$ cat config.mk
export PLATFORM = sky130hd
export DESIGN_NAME = itype_seq
export DESIGN_NICKNAME = d
export VERILOG_FILES = /design/src/rtl/itype_seq.sv
export SDC_FILE = /design/constraint.sdc
export NUM_CORES = 1
export LEC_CHECK = 0
export CAP_MARGIN = 0
export CORE_ASPECT_RATIO = 1.5
export CORE_MARGIN = 5
export CORE_UTILIZATION = 45
export CTS_CLUSTER_DIAMETER = 200
export DETAILED_ROUTE_END_ITERATION = 7
export PLACE_DENSITY = 0.82
export RECOVER_POWER = 25
export SLEW_MARGIN = 25
export SYNTH_ARGS = -nofsm -noshare
export SYNTH_HDL_FRONTEND = slang
export SYNTH_SLANG_ARGS = --single-unit
$ cat constraint.sdc
create_clock -name clk -period 2.25 [get_ports clk]
set_input_delay 0.225 -clock clk [delete_from_list [all_inputs] [get_ports clk]]
set_output_delay 0.225 -clock clk [all_outputs]
set_load 0.01 [all_outputs]
$ cat src/rtl/itype_seq.sv
// Multi-cycle control sequencer for MIPS-style I-type ALU instructions.
// Walks FETCH -> DECODE -> EXEC -> WB and traps on illegal opcodes or a stalled fetch.
module itype_seq #(
    parameter int unsigned ACK_TIMEOUT = 15
) (
    input  logic        clk,
    input  logic        rst,
    output logic        imem_req,
    input  logic        imem_ack,
    input  logic [31:0] instr,
    input  logic        alu_ovf,
    output logic        ir_we,
    output logic [15:0] imm16,
    output logic [1:0]  ext_sel,
    output logic [2:0]  alu_op,
    output logic        alu_src_imm,
    output logic        rf_we,
    output logic [4:0]  rf_waddr,
    output logic        pc_we,
    output logic        exc_ovf,
    output logic        trap,
    output logic [1:0]  trap_cause
);

    localparam int unsigned CNT_W = (ACK_TIMEOUT < 2) ? 1 : $clog2(ACK_TIMEOUT + 1);
    localparam logic [CNT_W-1:0] CNT_LAST = CNT_W'(ACK_TIMEOUT - 1);

    typedef enum logic [2:0] {
        S_FETCH,
        S_DECODE,
        S_EXEC,
        S_WB,
        S_TRAP
    } state_t;

    typedef enum logic [1:0] {
        CAUSE_NONE    = 2'b00,
        CAUSE_ILLEGAL = 2'b01,
        CAUSE_TIMEOUT = 2'b10
    } cause_t;

    typedef enum logic [1:0] {
        EXT_ZERO = 2'b00,
        EXT_SIGN = 2'b01,
        EXT_LUI  = 2'b10
    } ext_t;

    typedef enum logic [2:0] {
        ALU_ADD   = 3'd0,
        ALU_ADDU  = 3'd1,
        ALU_SLT   = 3'd2,
        ALU_SLTU  = 3'd3,
        ALU_AND   = 3'd4,
        ALU_OR    = 3'd5,
        ALU_XOR   = 3'd6,
        ALU_PASSB = 3'd7
    } alu_t;

    localparam logic [5:0] OP_ADDI = 6'b001000;

    state_t           state_q, state_d;
    logic [31:0]      ir_q, ir_d;
    logic [CNT_W-1:0] cnt_q, cnt_d;
    cause_t           cause_q, cause_d;

    ext_t             dec_ext;
    alu_t             dec_alu;
    logic             is_addi;
    logic             unused_rs;

    // The rs field is consumed by the datapath, not by this sequencer.
    assign unused_rs = ^ir_q[25:21];
    assign is_addi   = (ir_q[31:26] == OP_ADDI);

    // The low three opcode bits select the operation once DECODE has
    // confirmed the 001xxx prefix.
    always_comb begin
        dec_ext = EXT_ZERO;
        dec_alu = ALU_ADD;
        unique case (ir_q[28:26])
            3'b000: begin dec_ext = EXT_SIGN; dec_alu = ALU_ADD;   end
            3'b001: begin dec_ext = EXT_SIGN; dec_alu = ALU_ADDU;  end
            3'b010: begin dec_ext = EXT_SIGN; dec_alu = ALU_SLT;   end
            3'b011: begin dec_ext = EXT_SIGN; dec_alu = ALU_SLTU;  end
            3'b100: begin dec_ext = EXT_ZERO; dec_alu = ALU_AND;   end
            3'b101: begin dec_ext = EXT_ZERO; dec_alu = ALU_OR;    end
            3'b110: begin dec_ext = EXT_ZERO; dec_alu = ALU_XOR;   end
            3'b111: begin dec_ext = EXT_LUI;  dec_alu = ALU_PASSB; end
            default: begin dec_ext = EXT_ZERO; dec_alu = ALU_ADD;  end
        endcase
    end

    // NOTE: every always_comb output gets a default first so no path can infer a latch.
    always_comb begin
        state_d = state_q;
        ir_d    = ir_q;
        cnt_d   = cnt_q;
        cause_d = cause_q;
        unique case (state_q)
            S_FETCH: begin
                if (imem_ack) begin
                    ir_d    = instr;
                    cnt_d   = '0;
                    state_d = S_DECODE;
                end else if (cnt_q == CNT_LAST) begin
                    cnt_d   = '0;
                    cause_d = CAUSE_TIMEOUT;
                    state_d = S_TRAP;
                end else begin
                    cnt_d = cnt_q + 1'b1;
                end
            end
            S_DECODE: begin
                if (ir_q[31:29] == 3'b001) begin
                    state_d = S_EXEC;
                end else begin
                    cause_d = CAUSE_ILLEGAL;
                    state_d = S_TRAP;
                end
            end
            S_EXEC:  state_d = S_WB;
            S_WB: begin
                cnt_d   = '0;
                state_d = S_FETCH;
            end
            S_TRAP:  state_d = S_TRAP;
            default: state_d = S_FETCH;
        endcase
    end

    // NOTE: sequential state uses non-blocking assignments so every flop samples pre-edge values.
    always_ff @(posedge clk) begin
        if (rst) begin
            state_q <= S_FETCH;
            ir_q    <= '0;
            cnt_q   <= '0;
            cause_q <= CAUSE_NONE;
        end else begin
            state_q <= state_d;
            ir_q    <= ir_d;
            cnt_q   <= cnt_d;
            cause_q <= cause_d;
        end
    end

    // Outputs decode straight from the flops but are gated by rst so an
    // aborted instruction can never strobe rf_we or pc_we.
    always_comb begin
        imem_req    = 1'b0;
        ir_we       = 1'b0;
        ext_sel     = 2'b00;
        alu_op      = 3'd0;
        alu_src_imm = 1'b0;
        rf_we       = 1'b0;
        pc_we       = 1'b0;
        exc_ovf     = 1'b0;
        trap        = 1'b0;
        trap_cause  = 2'b00;
        imm16       = 16'd0;
        rf_waddr    = 5'd0;
        if (!rst) begin
            imm16    = ir_q[15:0];
            rf_waddr = ir_q[20:16];
            unique case (state_q)
                S_FETCH: begin
                    imem_req = 1'b1;
                    ir_we    = imem_ack;
                end
                S_EXEC: begin
                    ext_sel     = dec_ext;
                    alu_op      = dec_alu;
                    alu_src_imm = 1'b1;
                end
                S_WB: begin
                    ext_sel     = dec_ext;
                    alu_op      = dec_alu;
                    alu_src_imm = 1'b1;
                    pc_we       = 1'b1;
                    exc_ovf     = is_addi && alu_ovf;
                    rf_we       = (ir_q[20:16] != 5'd0) && !(is_addi && alu_ovf);
                end
                S_TRAP: begin
                    trap       = 1'b1;
                    trap_cause = cause_q;
                end
                default: ;
            endcase
        end
    end

endmodule

* Yosys cells after proc, flatten, opt, wreduce, memory -nomap -nowiden
Memories as Yosys holds them, arrays and structs flattened. A register that Yosys moved wholly into a read port is not among the register bits.
Cells that the tools add are included.
** Storage, ports and cells
- Flip-flop bits (word level) :: 41
- Memory bits (read-only) :: 40
- Output and inout port bits :: 35
- Memories kept :: 1
** Operators by class
- $add $sub $neg :: 1
- Equality and inequality tests :: 11
- Multiplexer cells :: 35
- Reduce and logical (&&, ||, !) cells :: 10
** Memory list
- (no name shown) :: depth 8, bits a word 5, rd ports 1, clocked after Yosys merged registers in 1, wr ports 0, line 80 : unique case (ir_q[28:26])
** Operator list (number)
- $mux W3 :: 7
- $mux W16 :: 1
- $mux W1 :: 14
- $mux W2 :: 7
- $pmux W3 S4 :: 1
- $mux W4 :: 2
- $pmux W4 S2 :: 1
- $eq A3 B1 Y1 const B :: 2
- $eq A3 B2 Y1 const B :: 2
- $eq A6 B4 Y1 const B :: 1
- $ne A2 B2 Y1 const B :: 3
- $mux W5 :: 1
- $reduce_bool A5 Y1 :: 1
- $add A4 B1 Y4 const B :: 1
- $eq A4 B4 Y1 const B :: 1
- $pmux W2 S2 :: 1
- $reduce_and A4 Y1 :: 1
- $reduce_bool A2 Y1 :: 2
- $eq A3 B3 Y1 const B :: 1
- $logic_not A3 Y1 :: 1
- $ne A3 B3 Y1 const B :: 1
- $logic_and A1 B1 Y1 :: 2
- $reduce_and A2 Y1 :: 1
- $reduce_or A2 Y1 :: 1
- $logic_not A1 Y1 :: 1

* Logic depth before layout (Yosys ltp)
Gate-level depths: netlist of the first run.
- Depth after elaboration :: 6
- Depth in mapped cells :: 6
- Mapped depth without buffers :: 5

* Worst setup path before layout of the first run
OpenSTA, ideal clock, no wires.
- Path type :: reg-to-output
- Start point :: register state_q[1]
- End point :: output rf_we
- Arrival :: 1.363 ns
- Data required time :: 2.025 ns
- Path slack :: 0.662 ns
- Stages on the path, launching flop included :: 5
- Buffers on the path :: 1
- Path through :: dfxtp_1 buf_2 nor3b_2 nand2_1 nor3b_1
** Between the ends
- Word-level cells in the longest chain between the ends :: 3
** Ends and longest elaborated chain
- start: declaration :: line 61 : state_t state_q, state_d;
- start signal: assignment :: line 139 : state_q <= state_d;
- $eq A3 B2 Y1 :: line 164 : unique case (state_q)
- $mux W1 :: line 164
- $mux W1 :: line 161 : if (!rst) begin
- end: declaration :: line 17 : output logic rf_we,
Every way passes these cells.

* Worst setup path in the final report of the first run
- Start point :: input rst
- End point :: output trap_cause[0]
** Between the ends
- Word-level cells in the longest chain between the ends :: 1
** Ends and longest elaborated chain
- start: declaration :: line 7 : input logic rst,
- $mux W2 :: line 161
- end: declaration :: line 22 : output logic [1:0] trap_cause
Every way passes these cells.

==> impl_metrics.prom, run 1 <==
# TYPE chip_impl_metric gauge
chip_impl_info{name="run_status",value="finished clean"} 1
chip_impl_metric{name="portbufs",unit=""} 65
chip_impl_metric{name="drtPass1Iterations",unit=""} 4
chip_impl_info{name="cp_common_cell",value="sky130_fd_sc_hd__clkdlybuf4s50_1"} 1
chip_impl_metric{name="wl",unit="mm"} 4.580
chip_impl_metric{name="finalSetupViolations",unit=""} 0
chip_impl_metric{name="fmax",unit="MHz"} 467.1
chip_impl_metric{name="core",unit="mm2"} 0.003924
chip_impl_metric{name="die_x",unit="um"} 61.99
chip_impl_metric{name="max_stage_delay",unit="ns"} 0.53
chip_impl_metric{name="antenna_found_initial",unit=""} 0
chip_impl_metric{name="pin_count",unit=""} 71
chip_impl_metric{name="pwr-share-clk",unit="%"} 33.5
chip_impl_metric{name="synth.avg_cell_area",unit="um2"} 8.001
chip_impl_metric{name="yosys.cell_types.count",unit=""} 36
chip_impl_metric{name="yosysSeqAreaShare",unit="%"} 44.99
chip_impl_metric{name="gpl.final_weighted_congestion",unit=""} 0.7808
chip_impl_metric{name="insertion_delay",unit="ns"} 0.29
chip_impl_metric{name="die-height",unit="um"} 87.98
chip_impl_metric{name="grt_max_degree",unit=""} 33
chip_impl_info{name="predominant_post_synthesis_flop_cell",value="sky130_fd_sc_hd__dfxtp_1"} 1
chip_impl_metric{name="synth-async-reset-ratio",unit="%"} 0
chip_impl_metric{name="mappedNetlistNets",unit=""} 266
chip_impl_info{name="tritoncts",value="built"} 1
chip_impl_metric{name="cell_internal_pwr",unit="mW"} 1.316
chip_impl_metric{name="combinationalPowerShare",unit="%"} 20.0
chip_impl_metric{name="power_switching",unit="mW"} 0.4614
chip_impl_info{name="grt_setup_unrepaired",value="false"} 1
chip_impl_metric{name="min_period",unit="ns"} 2.141
chip_impl_metric{name="hold_buffers",unit=""} 0
chip_impl_metric{name="layout-area-overhead-vs-synth",unit="%"} 47.67
chip_impl_metric{name="n_antenna_cell",unit=""} 0
chip_impl_metric{name="timing.final.hold_violations",unit=""} 0
chip_impl_info{name="clockRootBuffer",value="sky130_fd_sc_hd__clkbuf_8"} 1
chip_impl_metric{name="ir_worst_vdd",unit="mV"} 0.6705
chip_impl_metric{name="crit_required",unit="ns"} 2.03
chip_impl_metric{name="drt.antenna.violating_nets",unit=""} 0
chip_impl_metric{name="maxCapViolations",unit=""} 0
chip_impl_metric{name="final_critical_path_setup_slack",unit="ns"} 0.1091
chip_impl_metric{name="cts_inserted_buffers",unit=""} 5
chip_impl_metric{name="slew_violations",unit=""} 0
chip_impl_info{name="timing.critical_path.cells",value="clkdlybuf4s50_1 -> buf_4 -> nor2_1 -> and3_1 -> and2_1 -> clkdlybuf4s50_1"} 1
chip_impl_metric{name="synth_enable_flop_cells",unit=""} 0
chip_impl_metric{name="route.detailed.wl_per_inst",unit="um"} 13.31
chip_impl_metric{name="clockBufferDepth",unit=""} 2
chip_impl_metric{name="postCtsSetupBuffers",unit=""} 0
chip_impl_metric{name="fin_nets",unit=""} 336
chip_impl_info{name="layout.cells.most_common_list",value="sky130_fd_sc_hd__clkdlybuf4s50_1, sky130_fd_sc_hd__nor2_1, sky130_fd_sc_hd__dfxtp_1"} 1
chip_impl_metric{name="die_area",unit="mm2"} 0.005453
chip_impl_metric{name="max-slew-margin-rel",unit="%"} 40.08
chip_impl_metric{name="final_routed_drc_violation_total",unit=""} 0
chip_impl_metric{name="vias",unit=""} 1783
chip_impl_metric{name="combined_area_of_the_multi_input_logic_cells",unit="um2"} 927.1
chip_impl_info{name="start_kind",value="primary input"} 1
chip_impl_metric{name="rows",unit=""} 28
chip_impl_metric{name="setup_tns",unit="ns"} 0
chip_impl_metric{name="first_global_vias",unit=""} 1752
chip_impl_metric{name="placement.setup.worst_slack",unit="ns"} 0.09278
chip_impl_metric{name="power_density",unit="mW/mm2"} 659.7
chip_impl_metric{name="viasPerCell",unit=""} 5.183
chip_impl_metric{name="worst-path-max-fanout",unit=""} 4
chip_impl_metric{name="fraction_of_power_consumed_by_sequential_logic",unit="%"} 46.5
chip_impl_metric{name="final_cell_area",unit="mm2"} 0.002694
chip_impl_info{name="setup.worst_path.end_class",value="output port"} 1
chip_impl_metric{name="area_taken_by_flip_flops_and_latches",unit="um2"} 823.3
chip_impl_metric{name="global_route_wire_length_before_repair",unit="mm"} 7.555
chip_impl_metric{name="mappedNetlistArea",unit="mm2"} 0.001824
chip_impl_metric{name="postCtsResizedCells",unit=""} 1
chip_impl_metric{name="post_dp_cell_area",unit="mm2"} 0.002584
chip_impl_metric{name="numClockSinks",unit=""} 41
chip_impl_info{name="most_frequent_standard_cell_in_the_layout_excluding_fill_and_tap_cells",value="sky130_fd_sc_hd__clkdlybuf4s50_1"} 1
chip_impl_metric{name="number_of_flip_flops_and_latches_in_the_synthesized_netlist",unit=""} 41
chip_impl_metric{name="initial_utilization",unit="%"} 46.49
chip_impl_info{name="setup.worst_path.class",value="in2out"} 1
chip_impl_info{name="critPathSlowestCell",value="sky130_fd_sc_hd__clkdlybuf4s50_1"} 1
chip_impl_metric{name="period_share",unit="%"} 95.15
chip_impl_metric{name="clock_edge_transition_at_the_registers_on_the_reported_setup_and_hold_paths",unit="ns"} 0.08
chip_impl_metric{name="tightest_slew",unit="ns"} 0.8906
chip_impl_metric{name="arrival",unit="ns"} 1.92
chip_impl_metric{name="fraction_of_layout_instances_using_a_drive_strength_above_1",unit="%"} 8.027
chip_impl_metric{name="ys.warnings.count",unit=""} 0
chip_impl_metric{name="number_of_inserted_filler_cells_in_the_final_layout",unit=""} 323
chip_impl_metric{name="grt-ovfl-total",unit=""} 0
chip_impl_info{name="min_path_type",value="reg2reg"} 1
chip_impl_metric{name="initialDrtViolationCount",unit=""} 47
chip_impl_metric{name="htreeDepth",unit=""} 2
chip_impl_metric{name="p_leak",unit="nW"} 1.077
chip_impl_metric{name="total_routing_usage_gr",unit="%"} 18.19
chip_impl_metric{name="power_switching_share",unit="%"} 25.96
chip_impl_metric{name="synthesis.instances",unit=""} 228
chip_impl_metric{name="fin_skew",unit="ns"} 0.008971
chip_impl_metric{name="post_layout_util",unit="%"} 68.65
chip_impl_metric{name="place.detailed.hpwl",unit="mm"} 3.361
==> power groups by stage <==
| stage | Combinational, mW | Clock (mW) | Sequential, mW |
|---|---|---|---|
| floorplan | 0.199 | 0 | 0.826 |
| CTS | 0.364 | 0.606 | 0.825 |
| global route | 0.391 | 0.642 | 0.834 |
| detailed placement | 0.361 | 0 | 0.841 |
| global placement | 0.358 | 0 | 0.838 |
| finish | 0.356 | 0.596 | 0.826 |
==> routing by layer <==
metal | wire (um) | GRT usage, % | part of all wire, %
met2 | 2451 | 30.57 | 54
met3 | 343 | 7.670 | 7.5
met1 | 1733 | 19.67 | 38
met4 | 51 | 6.950 | 1.1
met5 | 0 | 0 | 0
==> worst max-delay path: cells and delay by family <==
family	cells	cell delay, ns
buffers and inverters	3	1.26
AND/OR/NAND/NOR	3	0.43
==> sequential cells by signal, indices dropped and copies added, names as in the netlist <==
name / count
ir_q: 27
cnt_q: 4
dec_alu: 3
state_q: 3
cause_q: 2
dec_ext: 2
==> metrics by stage <==
stage	hold WS [ns]	std cells	total power, mW
finish	0.4595	344	1.777
global route	0.4875	344	1.867
CTS	0.4617	344	1.795
detailed placement	0.4493	336	1.202
global placement	0.4421	336	1.195
floorplan	0.3457	228	1.025
==> logic make-up (layout without fill, tap and decap cells) <==
logic type	count (synthesis)	in the layout	share of synthesized area (%)
compound gates	46	46	14.20
simple gates	117	117	33.81
buf+inv	20	91	4.664
fa+ha+maj	2	2	1.372
flops	41	41	44.99
xor+xnor	2	2	0.9604
==> final timing paths <==
path	endpoint	slack [ns]	startpoint	cells after the start
worst max-delay path	trap_cause[0]	0.11	rst	6
worst max register to register	cnt_q[0]	0.29	state_q[2]	4
worst min-delay path	ir_q[30]	0.46	ir_q[30]	2
worst min register to register	ir_q[30]	0.46	ir_q[30]	2
==> layout make-up <==
| class | count | area share [%] |
|---|---|---|
| well taps | 45 | 2.090 |
| multi-input cells | 167 | 34.42 |
| repair buffers | 78 | 27.96 |
| inverters | 5 | 0.6967 |
| clock buffers | 5 | 2.555 |
| clock inverters | 3 | 1.719 |
| flip-flops and latches | 41 | 30.56 |
==> synthesized netlist by cell type, types with 3 or more instances <==
library cell               count  area, um2
sky130_fd_sc_hd__and2_1        7      43.79
sky130_fd_sc_hd__a21oi_1      33      165.2
sky130_fd_sc_hd__inv_1         5      18.77
sky130_fd_sc_hd__clkbuf_1      6      22.52
sky130_fd_sc_hd__nor2_1       46      172.7
sky130_fd_sc_hd__buf_2         8      40.04
sky130_fd_sc_hd__nor2b_1      24      150.1
sky130_fd_sc_hd__dfxtp_1      41      820.8
sky130_fd_sc_hd__nand2_1      16      60.06
sky130_fd_sc_hd__nand3_1       3      15.01
Power figures use the tool's default switching activity.
==> inputs of run 2 (changes only) <==
--- a/config.mk
+++ b/config.mk
@@ -11,9 +11,8 @@
 export CORE_UTILIZATION = 45
 export CTS_CLUSTER_DIAMETER = 200
 export DETAILED_ROUTE_END_ITERATION = 7
-export PLACE_DENSITY = 0.82
+export PLACE_DENSITY = 0.78
 export RECOVER_POWER = 25
-export SLEW_MARGIN = 25
 export SYNTH_ARGS = -nofsm -noshare
 export SYNTH_HDL_FRONTEND = slang
 export SYNTH_SLANG_ARGS = --single-unit
==> run 2 against run 1 <==
Effect of this change:
- hold slack gained 0.0048 ns
- flip-flop and latch count is the same
- register-to-register slack gained 0.04 ns
- fmax up 3.1%
- die area stayed put
- via count down 2.9%
- combinational power about the same
==> impl_metrics.prom, run 2 (synthesized netlist as in run 1, its figures left out) <==
# TYPE chip_impl_metric gauge
chip_impl_metric{name="report.power.total",unit="mW"} 1.654
chip_impl_info{name="worstHoldStart",value="ir_q[31]"} 1
chip_impl_metric{name="fraction_of_power_consumed_by_sequential_logic",unit="%"} 49.6
chip_impl_metric{name="die-height",unit="um"} 87.98
chip_impl_metric{name="period_share",unit="%"} 92.33
chip_impl_info{name="setup.worst_path.class",value="in2out"} 1
chip_impl_metric{name="tightest_slew",unit="ns"} 0.8423
chip_impl_metric{name="largest_register_ff_count",unit=""} 27
chip_impl_info{name="biggestRegsByFlops",value="ir_q x27, cnt_q x4"} 1
chip_impl_metric{name="route.detailed.wl_per_inst",unit="um"} 13.23
chip_impl_metric{name="cell_internal_pwr",unit="mW"} 1.225
chip_impl_metric{name="gpl.final_weighted_congestion",unit=""} 0.7171
chip_impl_metric{name="max_stage_delay",unit="ns"} 0.53
chip_impl_metric{name="htreeDepth",unit=""} 2
chip_impl_metric{name="placement.setup.worst_slack",unit="ns"} 0.1735
chip_impl_metric{name="grt_max_degree",unit=""} 33
chip_impl_metric{name="reg2regPathDepth",unit=""} 5
chip_impl_metric{name="vias",unit=""} 1731
chip_impl_metric{name="rows",unit=""} 28
chip_impl_metric{name="global_route_wire_length_before_repair",unit="mm"} 7.314
chip_impl_metric{name="layout-area-overhead-vs-synth",unit="%"} 44.44
chip_impl_info{name="timing.critical_path.cells",value="clkdlybuf4s50_1 -> buf_4 -> nor2_1 -> and3_1 -> and2_1 -> clkdlybuf4s50_1"} 1
chip_impl_info{name="setup.worst_path.end_class",value="output port"} 1
chip_impl_metric{name="min_path_cells",unit=""} 2
chip_impl_info{name="tritoncts",value="built"} 1
chip_impl_info{name="r2r-start",value="state_q[2]"} 1
chip_impl_metric{name="min_period",unit="ns"} 2.077
chip_impl_metric{name="timing.final.hold_violations",unit=""} 0
chip_impl_info{name="layout.cells.most_common_list",value="sky130_fd_sc_hd__clkdlybuf4s50_1, sky130_fd_sc_hd__nor2_1, sky130_fd_sc_hd__dfxtp_1"} 1
chip_impl_metric{name="power_switching",unit="mW"} 0.4299
chip_impl_metric{name="number_of_inserted_filler_cells_in_the_final_layout",unit=""} 334
chip_impl_metric{name="fraction_of_layout_instances_using_a_drive_strength_above_1",unit="%"} 7.095
chip_impl_metric{name="wl",unit="mm"} 4.513
chip_impl_info{name="critical_path.reg2reg.endpoint",value="ir_q[28]"} 1
chip_impl_metric{name="initial_utilization",unit="%"} 46.49
chip_impl_metric{name="pin_count",unit=""} 71
chip_impl_metric{name="slew_violations",unit=""} 0
chip_impl_metric{name="post_dp_cell_area",unit="mm2"} 0.002556
chip_impl_metric{name="timing.reg2reg.setup_slack",unit="ns"} 0.33
chip_impl_metric{name="die_area",unit="mm2"} 0.005453
chip_impl_info{name="hold_end",value="ir_q[31]"} 1
chip_impl_metric{name="fmax",unit="MHz"} 481.4
chip_impl_metric{name="combined_area_of_the_multi_input_logic_cells",unit="um2"} 920.9
chip_impl_metric{name="arrival",unit="ns"} 1.85
chip_impl_metric{name="dp.cells",unit=""} 334
chip_impl_metric{name="combinationalPowerShare",unit="%"} 21.5
chip_impl_metric{name="p_leak",unit="nW"} 1.040
chip_impl_metric{name="ir_worst_vdd",unit="mV"} 0.6733
chip_impl_metric{name="worst-path-max-fanout",unit=""} 10
chip_impl_metric{name="initialDrtViolationCount",unit=""} 21
chip_impl_info{name="start_kind",value="primary input"} 1
chip_impl_metric{name="portbufs",unit=""} 65
chip_impl_info{name="critPathSlowestCell",value="sky130_fd_sc_hd__clkdlybuf4s50_1"} 1
chip_impl_metric{name="max-slew-margin-rel",unit="%"} 43.33
chip_impl_metric{name="drtPass1Iterations",unit=""} 5
chip_impl_metric{name="insertion_delay",unit="ns"} 0.28
chip_impl_info{name="grt_setup_unrepaired",value="false"} 1
chip_impl_metric{name="cts_inserted_buffers",unit=""} 5
chip_impl_metric{name="drt.antenna.violating_nets",unit=""} 0
chip_impl_metric{name="n_antenna_cell",unit=""} 0
chip_impl_metric{name="viasPerCell",unit=""} 5.076
chip_impl_info{name="cp_common_cell",value="sky130_fd_sc_hd__clkdlybuf4s50_1"} 1
chip_impl_info{name="clockRootBuffer",value="sky130_fd_sc_hd__clkbuf_8"} 1
chip_impl_metric{name="clockBufferDepth",unit=""} 2
chip_impl_metric{name="finalSetupViolations",unit=""} 0
chip_impl_metric{name="cp_num_buf_inv",unit=""} 3
chip_impl_metric{name="place.detailed.hpwl",unit="mm"} 3.272
chip_impl_metric{name="crit_required",unit="ns"} 2.03
chip_impl_metric{name="final_critical_path_setup_slack",unit="ns"} 0.1726
chip_impl_info{name="run_status",value="finished clean"} 1
chip_impl_metric{name="postCtsSetupBuffers",unit=""} 0
chip_impl_metric{name="clock_edge_transition_at_the_registers_on_the_reported_setup_and_hold_paths",unit="ns"} 0.07
chip_impl_metric{name="postCtsResizedCells",unit=""} 0
chip_impl_info{name="path_delay_family",value="buffers and inverters"} 1
chip_impl_metric{name="area_taken_by_flip_flops_and_latches",unit="um2"} 822.0
chip_impl_metric{name="core",unit="mm2"} 0.003924
chip_impl_metric{name="maxCapViolations",unit=""} 0
chip_impl_metric{name="fin_nets",unit=""} 334
chip_impl_metric{name="power_density",unit="mW/mm2"} 627.8
chip_impl_metric{name="pwr-share-clk",unit="%"} 28.9
chip_impl_metric{name="fin_skew",unit="ns"} 0.005687
chip_impl_info{name="top_register",value="ir_q"} 1
chip_impl_metric{name="numClockSinks",unit=""} 41
chip_impl_metric{name="final-instance-count-excl-fill",unit=""} 341
chip_impl_metric{name="final_routed_drc_violation_total",unit=""} 0
chip_impl_metric{name="final_cell_area",unit="mm2"} 0.002635
chip_impl_metric{name="power_switching_share",unit="%"} 25.99
chip_impl_metric{name="post_layout_util",unit="%"} 67.16
chip_impl_metric{name="hold_slack",unit="ns"} 0.4643
chip_impl_metric{name="total_routing_usage_gr",unit="%"} 17.90
chip_impl_metric{name="first_global_vias",unit=""} 1698
chip_impl_info{name="min_path_type",value="reg2reg"} 1
chip_impl_metric{name="grt-ovfl-total",unit=""} 0
chip_impl_metric{name="die_x",unit="um"} 61.99
chip_impl_metric{name="antenna_found_initial",unit=""} 0
chip_impl_metric{name="setup_tns",unit="ns"} 0
chip_impl_metric{name="hold_buffers",unit=""} 0
chip_impl_info{name="most_frequent_standard_cell_in_the_layout_excluding_fill_and_tap_cells",value="sky130_fd_sc_hd__clkdlybuf4s50_1"} 1
run 2: changes by cell type in the layout (fill, tap and decap cells not counted), sizes merged:
cell,previous run,this run
bufinv,1,0
clkdlybuf4s50,63,64
clkinv,1,0
clkinvlp,1,0
dlymetal6s2s,1,0
run 2: routing by layer:
metal / track usage, % / share of wire (%) / wire, um
met1: 18.49 / 38 / 1719
met2: 31.51 / 52 / 2327
met3: 7.522 / 9.1 / 411
met4: 5.792 / 1.2 / 55
met5: 0 / 0 / 0
run 2: power groups by stage:
stage          registers (mW)  logic, mW  clock network, mW
2_1_floorplan           0.826      0.199                  0
3_3_place_gp            0.835      0.355                  0
3_5_place_dp            0.837      0.358                  0
4_1_cts                 0.821      0.362              0.486
5_1_grt                 0.829      0.393              0.514
6_report                0.820      0.356              0.478
run 2: tightest hold or removal path, delay by kind of cell (launching register included):
kind / cells / cell delay (ns)
AO/OA/AOI/OAI: 1 / 0.05
flip-flops: 1 / 0.31
AND/OR/NAND/NOR: 1 / 0.05
run 2: final cells by class:
class / count / area share [%]
multi-input cells: 167 / 34.95
flip-flops and latches: 41 / 31.20
repair buffers: 76 / 27.73
clock buffers: 7 / 3.276
well taps: 45 / 2.137
inverters: 5 / 0.7122
run 2: how the worst max path moves through the flow:
stage                     from             to  slack, ns  depth (start not counted)
floorplan           state_q[1]          rf_we       0.66                          4
global placement           rst  trap_cause[1]       0.19                          6
detailed placement         rst  trap_cause[0]       0.17                          6
CTS                 state_q[0]          rf_we       0.12                          3
global route        state_q[2]          rf_we       0.02                          4
finish                     rst  trap_cause[0]       0.17                          6
==> inputs of run 3 (changes only) <==
--- a/config.mk
+++ b/config.mk
@@ -11,7 +11,9 @@
 export CORE_UTILIZATION = 45
 export CTS_CLUSTER_DIAMETER = 200
 export DETAILED_ROUTE_END_ITERATION = 7
-export PLACE_DENSITY = 0.78
+export DONT_BUFFER_PORTS = 1
+export GPL_ROUTABILITY_DRIVEN = 0
+export PLACE_DENSITY = 0.56
 export RECOVER_POWER = 25
 export SYNTH_ARGS = -nofsm -noshare
 export SYNTH_HDL_FRONTEND = slang
==> run 3 against run 2 <==
Effect of this change:
- worst setup slack better by 0.21 ns
- register-to-register slack better by 0.16 ns
- sequential share of layout area increased by 10 points
- count of clock-buffer cells in the layout did not move
- non-clock buffer count fell by 66
- clock skew is 0.0012 ns lower
- routed wire length down 6.9%
- utilization is 17 points lower
- cell count decreased by 19%
- power decreased by 7.7%
- critical path depth shrank 2
- highest routed layer unchanged
==> impl_metrics.prom, run 3 (synthesized netlist as in run 1, its figures left out) <==
# TYPE chip_impl_metric gauge
chip_impl_info{name="run_status",value="finished clean"} 1
chip_impl_metric{name="timing.final.hold_violations",unit=""} 0
chip_impl_metric{name="initial_utilization",unit="%"} 46.49
chip_impl_metric{name="layout-area-overhead-vs-synth",unit="%"} 8.847
chip_impl_metric{name="post_layout_util",unit="%"} 50.61
chip_impl_metric{name="grt_max_degree",unit=""} 36
chip_impl_metric{name="combined_area_of_the_multi_input_logic_cells",unit="um2"} 927.1
chip_impl_metric{name="clock_edge_transition_at_the_registers_on_the_reported_setup_and_hold_paths",unit="ns"} 0.08
chip_impl_info{name="most_frequent_standard_cell_in_the_layout_excluding_fill_and_tap_cells",value="sky130_fd_sc_hd__nor2_1"} 1
chip_impl_info{name="layout.cells.most_common_list",value="sky130_fd_sc_hd__nor2_1, sky130_fd_sc_hd__dfxtp_1, sky130_fd_sc_hd__a21oi_1"} 1
chip_impl_metric{name="worst-path-max-fanout",unit=""} 9
chip_impl_metric{name="fin_nets",unit=""} 268
chip_impl_info{name="min_path_type",value="in2reg"} 1
chip_impl_info{name="setup.worst_path.class",value="reg2out"} 1
chip_impl_metric{name="antenna_found_initial",unit=""} 0
chip_impl_metric{name="wl",unit="mm"} 4.202
chip_impl_metric{name="pin_count",unit=""} 71
chip_impl_metric{name="global_route_wire_length_before_repair",unit="mm"} 6.934
chip_impl_metric{name="grt-ovfl-total",unit=""} 0
chip_impl_metric{name="total_routing_usage_gr",unit="%"} 16.88
chip_impl_info{name="setup.worst_path.end_class",value="output port"} 1
chip_impl_metric{name="setup_tns",unit="ns"} 0
chip_impl_metric{name="postCtsSetupBuffers",unit=""} 0
chip_impl_metric{name="die_x",unit="um"} 61.99
chip_impl_metric{name="clockBufferDepth",unit=""} 2
chip_impl_info{name="grt_setup_unrepaired",value="false"} 1
chip_impl_metric{name="die_area",unit="mm2"} 0.005453
chip_impl_metric{name="n_antenna_cell",unit=""} 0
chip_impl_info{name="tritoncts",value="built"} 1
chip_impl_metric{name="viasPerCell",unit=""} 5.524
chip_impl_metric{name="drt.antenna.violating_nets",unit=""} 0
chip_impl_metric{name="drtPass1Iterations",unit=""} 4
chip_impl_metric{name="fmax",unit="MHz"} 534.5
chip_impl_metric{name="numClockSinks",unit=""} 41
chip_impl_metric{name="rows",unit=""} 28
chip_impl_metric{name="vias",unit=""} 1519
chip_impl_metric{name="ir_worst_vdd",unit="mV"} 0.5895
chip_impl_metric{name="insertion_delay",unit="ns"} 0.29
chip_impl_metric{name="crit_required",unit="ns"} 2.03
chip_impl_metric{name="arrival",unit="ns"} 1.65
chip_impl_metric{name="area_taken_by_flip_flops_and_latches",unit="um2"} 820.8
chip_impl_metric{name="largest_register_ff_count",unit=""} 27
chip_impl_metric{name="finalSetupViolations",unit=""} 0
chip_impl_info{name="start_kind",value="flop"} 1
chip_impl_metric{name="final_routed_drc_violation_total",unit=""} 0
chip_impl_metric{name="die-height",unit="um"} 87.98
chip_impl_metric{name="route.detailed.wl_per_inst",unit="um"} 15.28
chip_impl_metric{name="min_period",unit="ns"} 1.871
chip_impl_metric{name="number_of_inserted_filler_cells_in_the_final_layout",unit=""} 402
chip_impl_metric{name="htreeDepth",unit=""} 2
chip_impl_metric{name="slew_violations",unit=""} 0
chip_impl_metric{name="first_global_vias",unit=""} 1583
chip_impl_metric{name="core",unit="mm2"} 0.003924
chip_impl_metric{name="min_path_cells",unit=""} 1
chip_impl_metric{name="period_share",unit="%"} 83.16
chip_impl_metric{name="maxCapViolations",unit=""} 0
chip_impl_metric{name="cts_inserted_buffers",unit=""} 5
chip_impl_metric{name="reg2regPathDepth",unit=""} 4
chip_impl_info{name="clockRootBuffer",value="sky130_fd_sc_hd__clkbuf_8"} 1
chip_impl_metric{name="power_density",unit="mW/mm2"} 769.0
chip_impl_metric{name="fin_skew",unit="ns"} 0.004475
chip_impl_metric{name="p_leak",unit="nW"} 0.7928
chip_impl_metric{name="fraction_of_layout_instances_using_a_drive_strength_above_1",unit="%"} 7.391
chip_impl_info{name="biggestRegsByFlops",value="ir_q x27, cnt_q x4"} 1
chip_impl_metric{name="portbufs",unit=""} 0
chip_impl_metric{name="place.detailed.hpwl",unit="mm"} 2.934
chip_impl_info{name="top_register",value="ir_q"} 1
chip_impl_metric{name="tightest_slew",unit="ns"} 0.6613
chip_impl_metric{name="max-slew-margin-rel",unit="%"} 55.80
chip_impl_metric{name="initialDrtViolationCount",unit=""} 46
==> run 3: power by group <==
part	total, mW	leakage [nW]	switching, mW	internal (mW)
registers	0.815	0.338	0.0234	0.792
clock network	0.480	0.0443	0.236	0.243
logic	0.232	0.411	0.138	0.0935
total	1.53	0.793	0.398	1.13
==> run 3: layout make-up <==
class,instances,share of cell area (%)
flip-flops and latches,41,41.34
multi-input cells,167,46.69
well taps,45,2.836
repair buffers,10,3.844
inverters,5,0.9452
clock buffers,7,4.348
==> run 3: critical path, cell delays in order, from the launching register on <==
cell and delay [ns]:
sky130_fd_sc_hd__dfxtp_1 0.38, sky130_fd_sc_hd__clkbuf_1 0.40, sky130_fd_sc_hd__nor2_1 0.11, sky130_fd_sc_hd__and3_1 0.26
sky130_fd_sc_hd__and2_1 0.21
==> run 3: path summary, 6_finish.rpt <==
kind,from,endpoint,slack (ns)
worst max-delay path,state_q[1],trap_cause[1],0.38
worst min-delay path,rst,ir_q[31],0.02
worst max register to register,state_q[2],ir_q[1],0.49
worst min register to register,ir_q[31],ir_q[31],0.46
==> run 3: metal layers <==
metal,track usage [%],wire (um)
met1,17.27,1591
met2,30.00,2263
met3,6.047,302
met4,6.564,45
met5,0,0
==> run 3: timing repair <==
action | 4_1_cts | 5_1_grt
gates resized for setup | 0 | 0
endpoints found under the hold margin | 9 | 4
hold buffers | 1 | 1
==> run 3: metrics by stage <==
stage	std cells	instance area, um2	hold WS [ns]	setup WS (ns)	total power [mW]
after floorplan	228	1824	0.3457	0.6616	1.025
after global placement	266	1883	0.2984	0.5469	1.051
after detailed placement	266	1883	0.3017	0.4993	1.062
after CTS	274	1979	0.00001918	0.4728	1.544
after global routing	275	1986	0.002708	0.2588	1.618
final	275	1986	0.02324	0.3789	1.527
